===== config.mk =====
export PLATFORM = sky130hd
export DESIGN_NAME = rf_write_arbiter
export DESIGN_NICKNAME = d
export VERILOG_FILES = /design/src/rtl/rf_arb_pkg.sv /design/src/rtl/rf_arb_grant.sv /design/src/rtl/rf_write_arbiter.sv
export SDC_FILE = /design/constraint.sdc
export NUM_CORES = 1
export LEC_CHECK = 0
export ABC_AREA = 0
export CAP_MARGIN = 20
export CORE_UTILIZATION = 35
export DETAILED_ROUTE_END_ITERATION = 8
export HOLD_SLACK_MARGIN = 0.15
export MAX_ROUTING_LAYER = met4
export PLACE_DENSITY = 0.72
export SKIP_CTS_REPAIR_TIMING = 1
export SLEW_MARGIN = 10
export SYNTH_ARGS = -nofsm -noshare
export SYNTH_HDL_FRONTEND = slang
export SYNTH_HIERARCHICAL = 1
export SYNTH_SLANG_ARGS = --single-unit

===== constraint.sdc =====
create_clock -name CLK -period 1.75 [get_ports CLK]
set_input_delay 0.35 -clock CLK [delete_from_list [all_inputs] [get_ports CLK]]
set_output_delay 0.35 -clock CLK [all_outputs]
set_load 0.03 [all_outputs]

===== src/rtl/rf_arb_pkg.sv =====
// Shared types and default sizes for the register-file write-port arbiter.
package rf_arb_pkg;

    typedef enum logic [1:0] {
        GNT_NONE = 2'd0,
        GNT_A    = 2'd1,
        GNT_B    = 2'd2
    } grant_t;

    localparam int RF_WIDTH      = 32;
    localparam int RF_DEPTH_BITS = 5;
    localparam int RF_CNT_WIDTH  = 16;

endpackage


===== src/rtl/rf_arb_grant.sv =====
// Two-requester grant with LastGrant history; combinational grant, zero latency.
// Conflict policy: A always wins, or alternation when RF_ARB_ROUND_ROBIN_EN is defined.
module rf_arb_grant
    import rf_arb_pkg::*;
(
    input  logic   clk,
    input  logic   rst_n,
    input  logic   a_valid,
    input  logic   b_valid,
    output grant_t grant
);

    grant_t last_grant;

    always_comb begin
        grant = GNT_NONE;
        if (a_valid && b_valid) begin
`ifdef RF_ARB_ROUND_ROBIN_EN
            grant = (last_grant == GNT_A) ? GNT_B : GNT_A;
`else
            grant = GNT_A;
`endif
        end else if (a_valid) begin
            grant = GNT_A;
        end else if (b_valid) begin
            grant = GNT_B;
        end
    end

`ifndef RF_ARB_ROUND_ROBIN_EN
    // History is kept for observability even though fixed priority ignores it.
    logic unused_last_grant;
    assign unused_last_grant = (last_grant == GNT_A);
`endif

    // A grant is always an accepted handshake, since Ready is the grant itself.
    always_ff @(posedge clk or negedge rst_n) begin
        if (!rst_n) begin
            last_grant <= GNT_B;
        end else if (grant != GNT_NONE) begin
            last_grant <= grant;
        end
    end

endmodule


===== src/rtl/rf_write_arbiter.sv =====
// Arbitrates ALU (A) and load (B) writebacks onto one register-file write port; 1-cycle latency.
// Losing source is held off via Ready; conflict policy set by RF_ARB_ROUND_ROBIN_EN.
module rf_write_arbiter
    import rf_arb_pkg::*;
#(
    parameter int WIDTH      = RF_WIDTH,
    parameter int DEPTH_BITS = RF_DEPTH_BITS,
    parameter int CNT_WIDTH  = RF_CNT_WIDTH
) (
    input  logic                  CLK,
    input  logic                  RST,
    input  logic                  AValid,
    input  logic [DEPTH_BITS-1:0] AAddress,
    input  logic [WIDTH-1:0]      AData,
    output logic                  AReady,
    input  logic                  BValid,
    input  logic [DEPTH_BITS-1:0] BAddress,
    input  logic [WIDTH-1:0]      BData,
    output logic                  BReady,
    output logic                  WrEn,
    output logic [DEPTH_BITS-1:0] WrAddress,
    output logic [WIDTH-1:0]      WrData,
    output logic [CNT_WIDTH-1:0]  ConflictCount
);

    grant_t grant;

    rf_arb_grant u_grant (
        .clk     (CLK),
        .rst_n   (RST),
        .a_valid (AValid),
        .b_valid (BValid),
        .grant   (grant)
    );

    assign AReady = (grant == GNT_A);
    assign BReady = (grant == GNT_B);

    // x0 writes complete the handshake but never raise WrEn.
    always_ff @(posedge CLK or negedge RST) begin
        if (!RST) begin
            WrEn      <= 1'b0;
            WrAddress <= '0;
            WrData    <= '0;
        end else begin
            case (grant)
                GNT_A: begin
                    WrEn      <= (AAddress != '0);
                    WrAddress <= AAddress;
                    WrData    <= AData;
                end
                GNT_B: begin
                    WrEn      <= (BAddress != '0);
                    WrAddress <= BAddress;
                    WrData    <= BData;
                end
                default: begin
                    WrEn      <= 1'b0;
                end
            endcase
        end
    end

    always_ff @(posedge CLK or negedge RST) begin
        if (!RST) begin
            ConflictCount <= '0;
        end else if (AValid && BValid && (ConflictCount != {CNT_WIDTH{1'b1}})) begin
            ConflictCount <= ConflictCount + 1'b1;
        end
    end

endmodule


==> impl_metrics.tcl <==
set metrics [dict create \
    synth-seq-cells 54 \
    yosys_warnings 6 \
    synth_cell_types 35 \
    finalSetupTns_ns 0 \
    wl_mm 7.15 \
    cts_htree_levels 2 \
    overflow 0 \
    drive_gt1_share_pct 11.8 \
    crit_type "flip-flop to primary output" \
    vias 2361 \
    startpoint_type "flip-flop" \
    diodes 0 \
    ant_nets 0 \
    numCtsBuffers 5 \
    relSlewSlack_pct 75.4 \
    power_leakage_nw 2.14 \
    critPathMaxFanout 2 \
    rsz0062_at_grt "false" \
    die-area_mm2 0.00790 \
    grt_pass1_wl_mm 11.0 \
    layout_common_cells "clkdlybuf4s50_1, dfrtp_1, nand2_1" \
    period_share_pct 97.0 \
    hp-class "flip-flop to flip-flop" \
    avgSynthCellArea_um2 10.7 \
    fillers 647 \
    holdWs_ns 0.491 \
    cts_sinks 54 \
    drv_cap 0 \
    fin_nets 477 \
    place_ws_ns -0.239 \
    syn_inst 247 \
    min_period_ns 1.70 \
    final_cells 496 \
    track_usage_pct 18.8 \
    core_mm2 0.00729 \
    synth_nets 328 \
    clock-root-buffer "clkbuf_8" \
    drv_slew 0 \
    grt_max_degree 40 \
    crit_required_ns 1.40 \
    synth_area_mm2 0.00264 \
    tightest_slew_ns 0.368 \
    grt_antenna_before_repair 0 \
    clkLatencyLatePin_ns 0.30 \
    yosysSeqAreaShare_pct 51.1 \
    critPathArrivalTime_ns 1.35 \
    vias_per_cell 4.76 \
    layout_commonest_cell "clkdlybuf4s50_1" \
    fin_skew_ns 0.00672 \
    gp_routability_congestion 0.834 \
    synth_top_area_share_pct 51.1 \
    die_h_um 88.9 \
    clockBufferDepth 2 \
    yosys-top-cells-area "dfrtp_1, mux2i_1, o21ai_0" \
    power_mw 3.80 \
    drtPass1Iterations 4 \
    critPathTopFamily "buffers and inverters" \
    cts_tree "done" \
    peakVddDrop_mv 0.625 \
    setup_viol 0 \
    cp-end-kind "primary output" \
    fp.dieW_um 88.9 \
    detail_route.iter0.violations 94 \
    start_util_pct 36.2 \
    max_freq_ghz 0.589 \
    ioPinCount 134 \
    area_growth_pct 68.0 \
    rows 31 \
    cpPeakStageDelay_ns 0.68 \
    status "finished clean" \
    clkSlewWorstSetupHoldPaths_ns 0.09 \
    wire_per_inst_um 14.4 \
    grt_pass1_vias 2287 \
    hold_viol_final 0 \
    p_per_area_mw_per_mm2 856 \
    setup_ws_ns 0.0519 \
    yosys.area.top_type "dfrtp_1" \
    slowest_stage "clkdlybuf4s50_1" \
    crit_buf_inv 1 \
    route.detailed.drc 0 \
    place.port_buffers 133 \
    dp_cells 487 \
    place_hpwl_mm 5.60 \
    crit_chain "clkdlybuf4s50_1" \
]
[synth_stat cells, drive strengths merged]
master  count
clkbuf      9
o21ai      39
xnor2       9
xor2        1
buf         4
mux2        2
and3        3
nand4b      1
or2b        1
ha          3
nand3       9
nor4        2
a31oi       1
nor3        3
inv         2
o21a        3
o311ai      1
nor2        3
nand2      43
o31a        1
o211ai      2
mux2i      37
a21oi       1
or4         2
nand4       7
dfrtp      54
nor2b       2
and4        2
[registers in the layout, indices dropped and copies added, names as in the netlist]
signal / flops
ConflictCount: 16
WrEn: 1
WrData: 32
WrAddress: 5
[area by class of cell]
| cell class | count | area, µm² | share of cell area [%] |
|---|---|---|---|
| clock inverters | 2 | 13.8 | 0.310 |
| inverters | 2 | 7.51 | 0.169 |
| clock buffers | 6 | 72.6 | 1.63 |
| flip-flops and latches | 54 | 1350 | 30.4 |
| repair buffers | 155 | 1610 | 36.2 |
| multi-input cells | 178 | 1260 | 28.5 |
| well taps | 99 | 124 | 2.79 |
[worst paths after layout]
check	cells after the start	slack, ns	startpoint	end
max in group asynchronous	3	0.73	RST	ConflictCount[2]
worst max-delay path	1	0.05	WrData[27]	WrData[27]
worst max register to register	6	0.16	ConflictCount[1]	ConflictCount[8]
worst min-delay path	2	0.49	WrData[17]	WrData[17]
min in group asynchronous	2	0.50	RST	ConflictCount[9]
worst min register to register	2	0.49	WrData[17]	WrData[17]
[cells by family after synthesis]
family          count (synthesis)  share of synthesized area (%)
compound gates                 48                           9.94
flops                          54                           51.1
mux                            39                           15.0
xor+xnor                       10                           3.31
buf+inv                        15                           2.32
simple gates                   78                           16.9
fa+ha+maj                       3                           1.42
[per-layer routing]
metal	wire length [µm]	vias to the layer above	GRT usage [%]
met5	0	-	-
met4	26	0	3.52
met3	665	4	4.99
met2	3440	93	32.7
met1	3010	1086	22.0
li1	-	1178	-
[worst min-delay path, cell delays in order, from the launching register on]
cell	delay (ns)
dfrtp_1	0.35
nand2_1	0.05
o21ai_0	0.06
[power breakdown]
group	leakage, nW	internal [mW]	switching (mW)
combinational	1.42	0.706	0.792
clock	0.0452	0.283	0.391
sequential	0.677	1.45	0.178
total	2.14	2.44	1.36
[stage by stage]
stage / utilization (%) / area (µm²)
3_5_place_dp: 58.2 / 4240
2_1_floorplan: - / 2650
4_1_cts: 59.4 / 4330
3_3_place_gp: 58.2 / 4240
5_1_grt: 60.9 / 4440
6_report: 60.9 / 4440
Power figures use the tool's default switching activity.
